File: src/rtl/clk_div_pkg.sv
// Shared definitions for the programmable clock divider.
//   MIN_DIV            smallest legal divide ratio
//   ST_IDLE / ST_PEND  encodings of the ratio-load FSM
//   load_state_e       FSM state type, built on those encodings
package clk_div_pkg;
  localparam int MIN_DIV = 2;

  localparam logic ST_IDLE = 1'b0;
  localparam logic ST_PEND = 1'b1;

  typedef enum logic {
    IDLE = ST_IDLE,
    PEND = ST_PEND
  } load_state_e;
endpackage

File: src/rtl/clk_div_if.sv
// Control/status bundle of the programmable clock divider.
//   en, div_val, div_load                    : requester -> divider
//   load_ack, load_err, clk_out, tick,
//   cur_div, dbg_state                       : divider -> requester
// Handshake: div_load is a single-cycle request with no ready. The divider
// always samples it; the request later completes with a one-cycle load_ack
// (ratio now in force) or is refused on the next cycle with load_err
// (div_val < 2). A newer accepted request replaces one still pending.
interface clk_div_if #(
  parameter int CNT_W = 8
);
  logic             en;
  logic [CNT_W-1:0] div_val;
  logic             div_load;
  logic             load_ack;
  logic             load_err;
  logic             clk_out;
  logic             tick;
  logic [CNT_W-1:0] cur_div;
  logic             dbg_state;

  modport master (
    output en, div_val, div_load,
    input  load_ack, load_err, clk_out, tick, cur_div, dbg_state
  );

  modport slave (
    input  en, div_val, div_load,
    output load_ack, load_err, clk_out, tick, cur_div, dbg_state
  );
endinterface

File: src/rtl/clk_div_core.sv
// Counter and waveform generator of the divider.
//   clk, rst   : clock, asynchronous active-low reset
//   en         : count enable, 0 freezes counter and clk_out
//   div        : ratio N in force
//   wrap       : combinational, last cycle of the current period
//   clk_out    : registered divided clock, low for N-(N>>1), high for N>>1
//   tick       : registered one-cycle strobe, coincides with clk_out falling
module clk_div_core #(
  parameter int CNT_W = 8
) (
  input  logic             clk,
  input  logic             rst,
  input  logic             en,
  input  logic [CNT_W-1:0] div,
  output logic             wrap,
  output logic             clk_out,
  output logic             tick
);
  logic [CNT_W-1:0] cnt;
  logic [CNT_W-1:0] cnt_next;
  logic [CNT_W-1:0] low_len;

  // Odd ratios put the extra cycle in the low phase.
  assign low_len = div - (div >> 1);
  assign wrap    = en && (cnt == div - 1'b1);

  always_comb begin
    cnt_next = cnt;
    if (en) begin
      cnt_next = wrap ? '0 : cnt + 1'b1;
    end
  end

  always_ff @(posedge clk or negedge rst) begin
    if (!rst) begin
      cnt     <= '0;
      clk_out <= 1'b0;
      tick    <= 1'b0;
    end else begin
      cnt  <= cnt_next;
      tick <= wrap;
      // Compare against the post-update count so clk_out is aligned with cnt;
      // at a wrap cnt_next is 0, so a new ratio can never shorten a high phase.
      if (en) begin
        clk_out <= (cnt_next >= low_len);
      end
    end
  end
endmodule

File: src/rtl/clk_div_prog.sv
// Runtime-programmable integer clock divider.
//   clk, rst : clock, asynchronous active-low reset
//   bus      : clk_div_if slave (en, div_val, div_load in;
//              load_ack, load_err, clk_out, tick, cur_div, dbg_state out)
// A new ratio is held pending and only enters force at a period boundary.
module clk_div_prog
  import clk_div_pkg::*;
#(
  parameter int CNT_W       = 8,
  parameter int DEFAULT_DIV = 4
) (
  input logic       clk,
  input logic       rst,
  clk_div_if.slave  bus
);
  localparam logic [CNT_W-1:0] MIN_DIV_W = CNT_W'(MIN_DIV);
  localparam logic [CNT_W-1:0] DEF_DIV_W = CNT_W'(DEFAULT_DIV);

  load_state_e      state, state_next;
  logic [CNT_W-1:0] pend_div, pend_next;
  logic [CNT_W-1:0] cur_div, cur_next;
  logic             ack_next, err_next;
  logic             load_ack, load_err;
  logic             wrap;
  logic             req_ok, req_bad;

  assign req_ok  = bus.div_load && (bus.div_val >= MIN_DIV_W);
  assign req_bad = bus.div_load && (bus.div_val <  MIN_DIV_W);

  clk_div_core #(.CNT_W(CNT_W)) u_core (
    .clk     (clk),
    .rst     (rst),
    .en      (bus.en),
    .div     (cur_div),
    .wrap    (wrap),
    .clk_out (bus.clk_out),
    .tick    (bus.tick)
  );

  always_ff @(posedge clk or negedge rst) begin
    if (!rst) begin
      state    <= IDLE;
      pend_div <= '0;
      cur_div  <= DEF_DIV_W;
      load_ack <= 1'b0;
      load_err <= 1'b0;
    end else begin
      state    <= state_next;
      pend_div <= pend_next;
      cur_div  <= cur_next;
      load_ack <= ack_next;
      load_err <= err_next;
    end
  end

  // Apply first, then accept: on a load-and-wrap cycle the wrap commits the
  // previously pending ratio and the new request becomes the next pending one.
  always_comb begin
    state_next = state;
    pend_next  = pend_div;
    cur_next   = cur_div;
    ack_next   = 1'b0;
    err_next   = req_bad;
    if (state == PEND && wrap) begin
      cur_next   = pend_div;
      ack_next   = 1'b1;
      state_next = IDLE;
    end
    if (req_ok) begin
      pend_next  = bus.div_val;
      state_next = PEND;
    end
  end

  assign bus.load_ack  = load_ack;
  assign bus.load_err  = load_err;
  assign bus.cur_div   = cur_div;
  assign bus.dbg_state = logic'(state);
endmodule

File: src/flat_wrapper.sv
// flat-port wrapper written by rule: the top's interface ports become plain ports
module clk_div_prog_flat import clk_div_pkg::*;
#(
  parameter int CNT_W       = 8,
  parameter int DEFAULT_DIV = 4
)
  (clk, rst, bus_en, bus_div_val, bus_div_load, bus_load_ack, bus_load_err, bus_clk_out, bus_tick, bus_cur_div, bus_dbg_state);
  clk_div_if #(.CNT_W(CNT_W)) bus_i ();
  input logic clk;
  input logic rst;
  input wire logic [$bits(bus_i.en)-1:0] bus_en;
  input wire logic [$bits(bus_i.div_val)-1:0] bus_div_val;
  input wire logic [$bits(bus_i.div_load)-1:0] bus_div_load;
  output wire logic [$bits(bus_i.load_ack)-1:0] bus_load_ack;
  output wire logic [$bits(bus_i.load_err)-1:0] bus_load_err;
  output wire logic [$bits(bus_i.clk_out)-1:0] bus_clk_out;
  output wire logic [$bits(bus_i.tick)-1:0] bus_tick;
  output wire logic [$bits(bus_i.cur_div)-1:0] bus_cur_div;
  output wire logic [$bits(bus_i.dbg_state)-1:0] bus_dbg_state;
  assign bus_i.en = bus_en;
  assign bus_i.div_val = bus_div_val;
  assign bus_i.div_load = bus_div_load;
  assign bus_load_ack = bus_i.load_ack;
  assign bus_load_err = bus_i.load_err;
  assign bus_clk_out = bus_i.clk_out;
  assign bus_tick = bus_i.tick;
  assign bus_cur_div = bus_i.cur_div;
  assign bus_dbg_state = bus_i.dbg_state;
  clk_div_prog #(.CNT_W(CNT_W), .DEFAULT_DIV(DEFAULT_DIV)) u_core (.clk(clk), .rst(rst), .bus(bus_i));
endmodule
File: config.mk
export PLATFORM = sky130hd
export DESIGN_NAME = clk_div_prog_flat
export DESIGN_NICKNAME = d
export VERILOG_FILES = /design/src/rtl/clk_div_pkg.sv /design/src/rtl/clk_div_if.sv /design/src/rtl/clk_div_core.sv /design/src/rtl/clk_div_prog.sv /design/src/flat_wrapper.sv
export SDC_FILE = /design/constraint.sdc
export NUM_CORES = 1
export LEC_CHECK = 0
export CAP_MARGIN = 20
export CORE_ASPECT_RATIO = 0.5
export CORE_MARGIN = 1
export CORE_UTILIZATION = 50
export DETAILED_ROUTE_END_ITERATION = 8
export PLACE_DENSITY = 0.79
export SETUP_SLACK_MARGIN = 0.4
export SLEW_MARGIN = 30
export SYNTH_ARGS = -nofsm -noshare
export SYNTH_HDL_FRONTEND = slang
export SYNTH_SLANG_ARGS = --single-unit
File: constraint.sdc
create_clock -name clk -period 3.29 [get_ports clk]
set_clock_uncertainty 0.1 [all_clocks]
set_input_delay 0.658 -clock clk [delete_from_list [all_inputs] [get_ports clk]]
set_output_delay 0.658 -clock clk [all_outputs]
set_load 0.01 [all_outputs]
After elaboration in Yosys (flattened, before gate mapping)
Index checks and enable logic that the tools add are counted.
- register bits: 29
- input port bits: 12
- output and inout bits: 13
- logic and storage cells: 25
- $add $sub $neg: 3
- $lt $le $gt $ge: 3
- equality and inequality tests: 1
- muxes and demuxes: 5
- reductions and logical operators: 5
- operator list (kind ; count):
    8-bit 2-to-1 mux ; 2
    8-bit by 1-bit adder with 8-bit output, second input constant ; 1
    8-bit equality test ; 1
    8-bit by 2-bit >= comparator with 1-bit output, second input constant ; 1
    8-bit >= comparator ; 1
    8-bit by 2-bit < comparator with 1-bit output, second input constant ; 1
    8-bit by 1-bit subtractor with 8-bit output, second input constant ; 1
    8-bit by 7-bit subtractor with 8-bit output ; 1
    1-bit logical AND ; 4
    1-bit 2-to-1 mux ; 3
    2-bit nonzero test ; 1

Depth between registers and ports, before layout
- depth in word-level cells: 6
- gate-level depth with buffers: 15
- mapped depth without buffers: 15

By module
A second synthesis with hierarchy kept.
- cells, all modules: 178
- area, all modules: 1914.3 µm²
- by module, submodules not included (module ; instances ; cells an instance ; area an instance (µm²) ; seq. area each (µm²)):
    clk_div_core ; 1 ; 134 ; 1199.9 ; 250.2
    clk_div_prog ; 1 ; 44 ; 714.4 ; 476.7

Least setup slack after synthesis
OpenSTA, ideal clock, no wires.
- path kind: reg-to-reg
- start: reg u_core.cur_div[2], in the netlist u_core.bus.cur_div[2]
- end: reg u_core.u_core.clk_out
- library setup time: 0.124 ns
- arrival: 2.938 ns
- required time: 3.066 ns
- path slack: 0.128 ns
- cell stages (with the launch flop): 16
- path buffers: 0
- clock period less this slack: 3.162 ns
- cells stage by stage: dfstp_2 -> inv_1 -> ha_1 -> nor2b_1 -> xnor2_1 -> o2111ai_2 -> nor4_4 -> nand2b_1 -> mux2_2 -> ha_1 -> nand2b_1 -> a21o_1 -> a21oi_1 -> o211ai_1 -> nand3_1 -> a21oi_1
- word-level cells in the longest chain between the ends: 6
- elaborated cells between the ends (all ways): 7
- those cells by class: 2 x add/sub; 1 x order compare; 1 x eq/ne; 2 x mux; 1 x reduce/logical
- RTL lines (item ; line ; source):
    start, declared ; clk_div_prog.sv:21 ; logic [CNT_W-1:0] cur_div, cur_next;
    start signal, assigned ; clk_div_prog.sv:50 ; cur_div <= cur_next;
    8-bit by 1-bit subtractor with 8-bit output ; clk_div_core.sv:25 ; assign wrap = en && (cnt == div - 1'b1);
    8-bit equality test ; clk_div_core.sv:25 ;
    1-bit logical AND ; clk_div_core.sv:25 ;
    8-bit 2-to-1 mux ; clk_div_core.sv:30 ; cnt_next = wrap ? '0 : cnt + 1'b1;
    8-bit 2-to-1 mux ; clk_div_core.sv:29 ; if (en) begin
    8-bit >= comparator * ; clk_div_core.sv:45 ; clk_out <= (cnt_next >= low_len);
    end signal, assigned ; clk_div_core.sv:45 ;
    end, declared ; clk_div_core.sv:16 ; output logic clk_out,
Mark *: on every way between the ends. The rest lies on a longest branch, timed or not.
A chain may end at the register's enable or synchronous reset.

Final worst setup path
Ends and elaborated chain as after synthesis.

==> impl_metrics.toml <==
[logic_synthesis]
synthFlopType = "dfrtp_1"
synth_nets = 233
syn_avg_cell_area_um2 = 9.86
synth-edff-count = 0
yosysSeqAreaShare_pct = 37.6
yosysWarnings = 0
yosysTopAreaCellShare_pct = 36.2
ys_top_cells_by_area = "dfrtp_1, ha_1, xor2_1"
synthCells = 196
syn_area_um2 = 1930
yosys.area.top_type = "dfrtp_1"
ys_types = 44
async_reset_ff_share_pct = 100
synth_seq_cells = 29

[drt]
wl_met3_um = 393
route.detailed.drc = 0
dr.pass1.iters = 4
wl_um = 5350
ant_nets = 0
met2_wirelength_um = 2600
drt-initial-drc-count = 142
wl_met1_um = 2130
avgViaCountPerCell = 5.64
avgRoutedWirePerCell_um = 18.0
top_layer = "met4"
vias = 1675

[sta]
finalHoldViolCount = 0
relSlewSlack_pct = 67.1
fin_crit_ns = 3.06
holdWs_ns = 0.388
setup_viol = 0
worst_pin_slew_ns = 0.491
period_share_pct = 92.9
fmax_mhz = 327
fin_tns_setup_ns = 0
rsz0062_at_grt = "true"
slew_viol_final = 0

[critical_path]
r2r_slack_ns = 0.23
cp-start-kind = "flip-flop"
timing.critical_path.mode_cell = "a21oi_1"
worstSetupEndpointType = "flip-flop"
max_stage_delay_ns = 0.55
worstPathCellList = "inv_4 > ha_4 > o21ba_2 > o21ai_0 > a221oi_1 > o21bai_1 > a21oi_1 > xnor2_1 > ha_1 > nand2b_1 > o22ai_1 > a21oi_1"
worstReg2RegStart = "u_core.bus.cur_div[2]"
r2r_cells = 12
cp_max_fo = 5
critPathArrivalTime_ns = 3.12
crit_required_ns = 3.35
crit_type = "reg2reg"
crit_path_top_delay_cell = "dfstp_2"
r2r-end = "u_core.u_core.clk_out"

[finish]
area_delta_synth_final_pct = 34.8
layout_commonest_cell = "dfrtp_1"
final_nets = 282
drive_gt1_share_pct = 25.2
final_cell_mix = "dfrtp_1, nand2_1, clkdlybuf4s50_1, buf_4, ha_1"
fillCellCount = 239
diodes = 0

[pwr]
leakagePower_nw = 1.20
switchingPower_mw = 0.397
pwr-share-clk_pct = 31.5
totalPowerFinal_mw = 1.17
power_density_nw_per_um2 = 451
p_comb_share_pct = 28.9
ir_worst_vdd_mv = 0.210
seqPwrFrac_pct = 39.6
internal_power_mw = 0.777
p_sw_share_pct = 33.8

[placed_design]
io_buffers = 24
post-dp-hpwl_um = 3180
place_congestion = 0.858

[global_route]
antenna_found_initial = 0
grt_pass1_wl_um = 7530
grt_max_degree = 30
first_global_vias = 1626
grt.total_usage_pct = 24.8
gr-total-overflow = 0

[die]
die_h_um = 46.0
coreArea_um2 = 3570
dieArea_um2 = 4130
io_pins = 25
die_w_um = 89.9
start_util_pct = 54.2
row_count = 15

[min_path]
min_path_cells = 2
min-delay-start = "u_core.pend_div[3]"
hold_class = "reg2reg"
min_to = "u_core.pend_div[3]"

[clocking]
numCtsBuffers = 5
path_clk_slew_ns = 0.07
clkLatencyLatePin_ns = 0.28
clockBufferDepth = 2
cts.sinks = 29
root_buffer = "clkbuf_8"
htreeDepth = 2
cts_tree = "done"
cts_hold_buf = 0

[run]
maxCapViolCount = 0

[run_status]
status = "completed"
-- synth_stat cells (4+ instances only) --
cell type	n
dfrtp_1	28
nand2_1	25
ha_1	24
inv_1	18
xor2_1	13
xnor2_1	11
nor2_1	10
nand3_1	8
o21ai_0	8
a21oi_1	6
nand2b_1	4
-- through the flow --
step / util [%] / area, um2 / instances / worst slack (ns)
floorplan: - / 1980 / 196 / 0.309
global placement: 63.8 / 2270 / 270 / 0.125
detailed placement: 63.8 / 2270 / 270 / 0.0244
CTS: 70.1 / 2500 / 287 / 0.371
global route: 73.1 / 2610 / 297 / 0.0837
finish: 73.1 / 2610 / 297 / 0.235
-- power groups by stage --
stage          clock [mW]  sequential [mW]  combinational (mW)
4_1_cts             0.367            0.460               0.296
6_report            0.369            0.465               0.340
3_5_place_dp            0            0.466               0.277
2_1_floorplan           0            0.447               0.204
5_1_grt             0.388            0.470               0.371
3_3_place_gp            0            0.463               0.262
-- critical path, delay by kind of cell, from the launching register on --
family                     cells  cell delay (ns)
and+or+nand+nor                1             0.16
buffers and inverters          1             0.06
DFF                            1             0.55
adders and majority gates      2             0.56
xor gates and xnor gates       1             0.25
AOI/OAI and AO/OA              7             1.25
-- sequential cells by signal (all words and copies together) (netlist names) --
signal / count
u_core.bus.cur_div: 8
u_core.pend_div: 8
u_core.u_core.cnt: 8
u_core.bus.dbg_state: 1
u_core.bus.load_ack: 1
u_core.bus.load_err: 1
u_core.u_core.clk_out: 1
u_core.u_core.tick: 1
-- routing by layer --
layer	track usage, %	up-vias
met5	0	-
met4	12.9	0
met3	6.50	19
met2	44.6	68
met1	28.8	828
li1	-	760
-- worst max path at each step --
stage                          start               endpoint  slack (ns)  cells after the start
2_1_floorplan  u_core.bus.cur_div[2]  u_core.u_core.clk_out        0.31                     15
3_3_place_gp                  bus_en  u_core.u_core.clk_out        0.12                     13
3_5_place_dp                  bus_en  u_core.u_core.clk_out        0.02                     13
4_1_cts                       bus_en  u_core.u_core.clk_out        0.37                     14
5_1_grt        u_core.bus.cur_div[2]  u_core.u_core.clk_out        0.08                     12
6_report       u_core.bus.cur_div[2]  u_core.u_core.clk_out        0.23                     12
-- area by class of cell --
type | instances | area (um2) | area share [%]
Multi-Input combinational cell | 144 | 1200 | 46.1
Sequential cell | 29 | 728 | 28.0
Timing Repair Buffer | 47 | 432 | 16.6
Clock buffer | 6 | 72.6 | 2.79
Inverter | 18 | 72.6 | 2.79
Tap cell | 51 | 63.8 | 2.45
Clock inverter | 2 | 35.0 | 1.34
-- timing repair --
item	in CTS	in global routing
setup endpoints to repair	1	1
buffers inserted	9	10
resized for setup	11	8
pin swaps	6	4
-- kinds of logic (layout without fill, tap and decap cells) --
kind of cell             Yosys count  in the layout  synth area share (%)
AND/OR/NAND/NOR                   62             62                  16.8
XOR/XNOR                          24             24                  10.9
adder cells (fa/ha/maj)           25             25                  16.6
multiplexers                       3              3                  1.68
buffers and inverters             23             73                  5.50
AO/OA/AOI/OAI                     30             30                  11.0
flip-flops                        29             29                  37.6
Note: power is estimated with default switching activity, not from simulation.
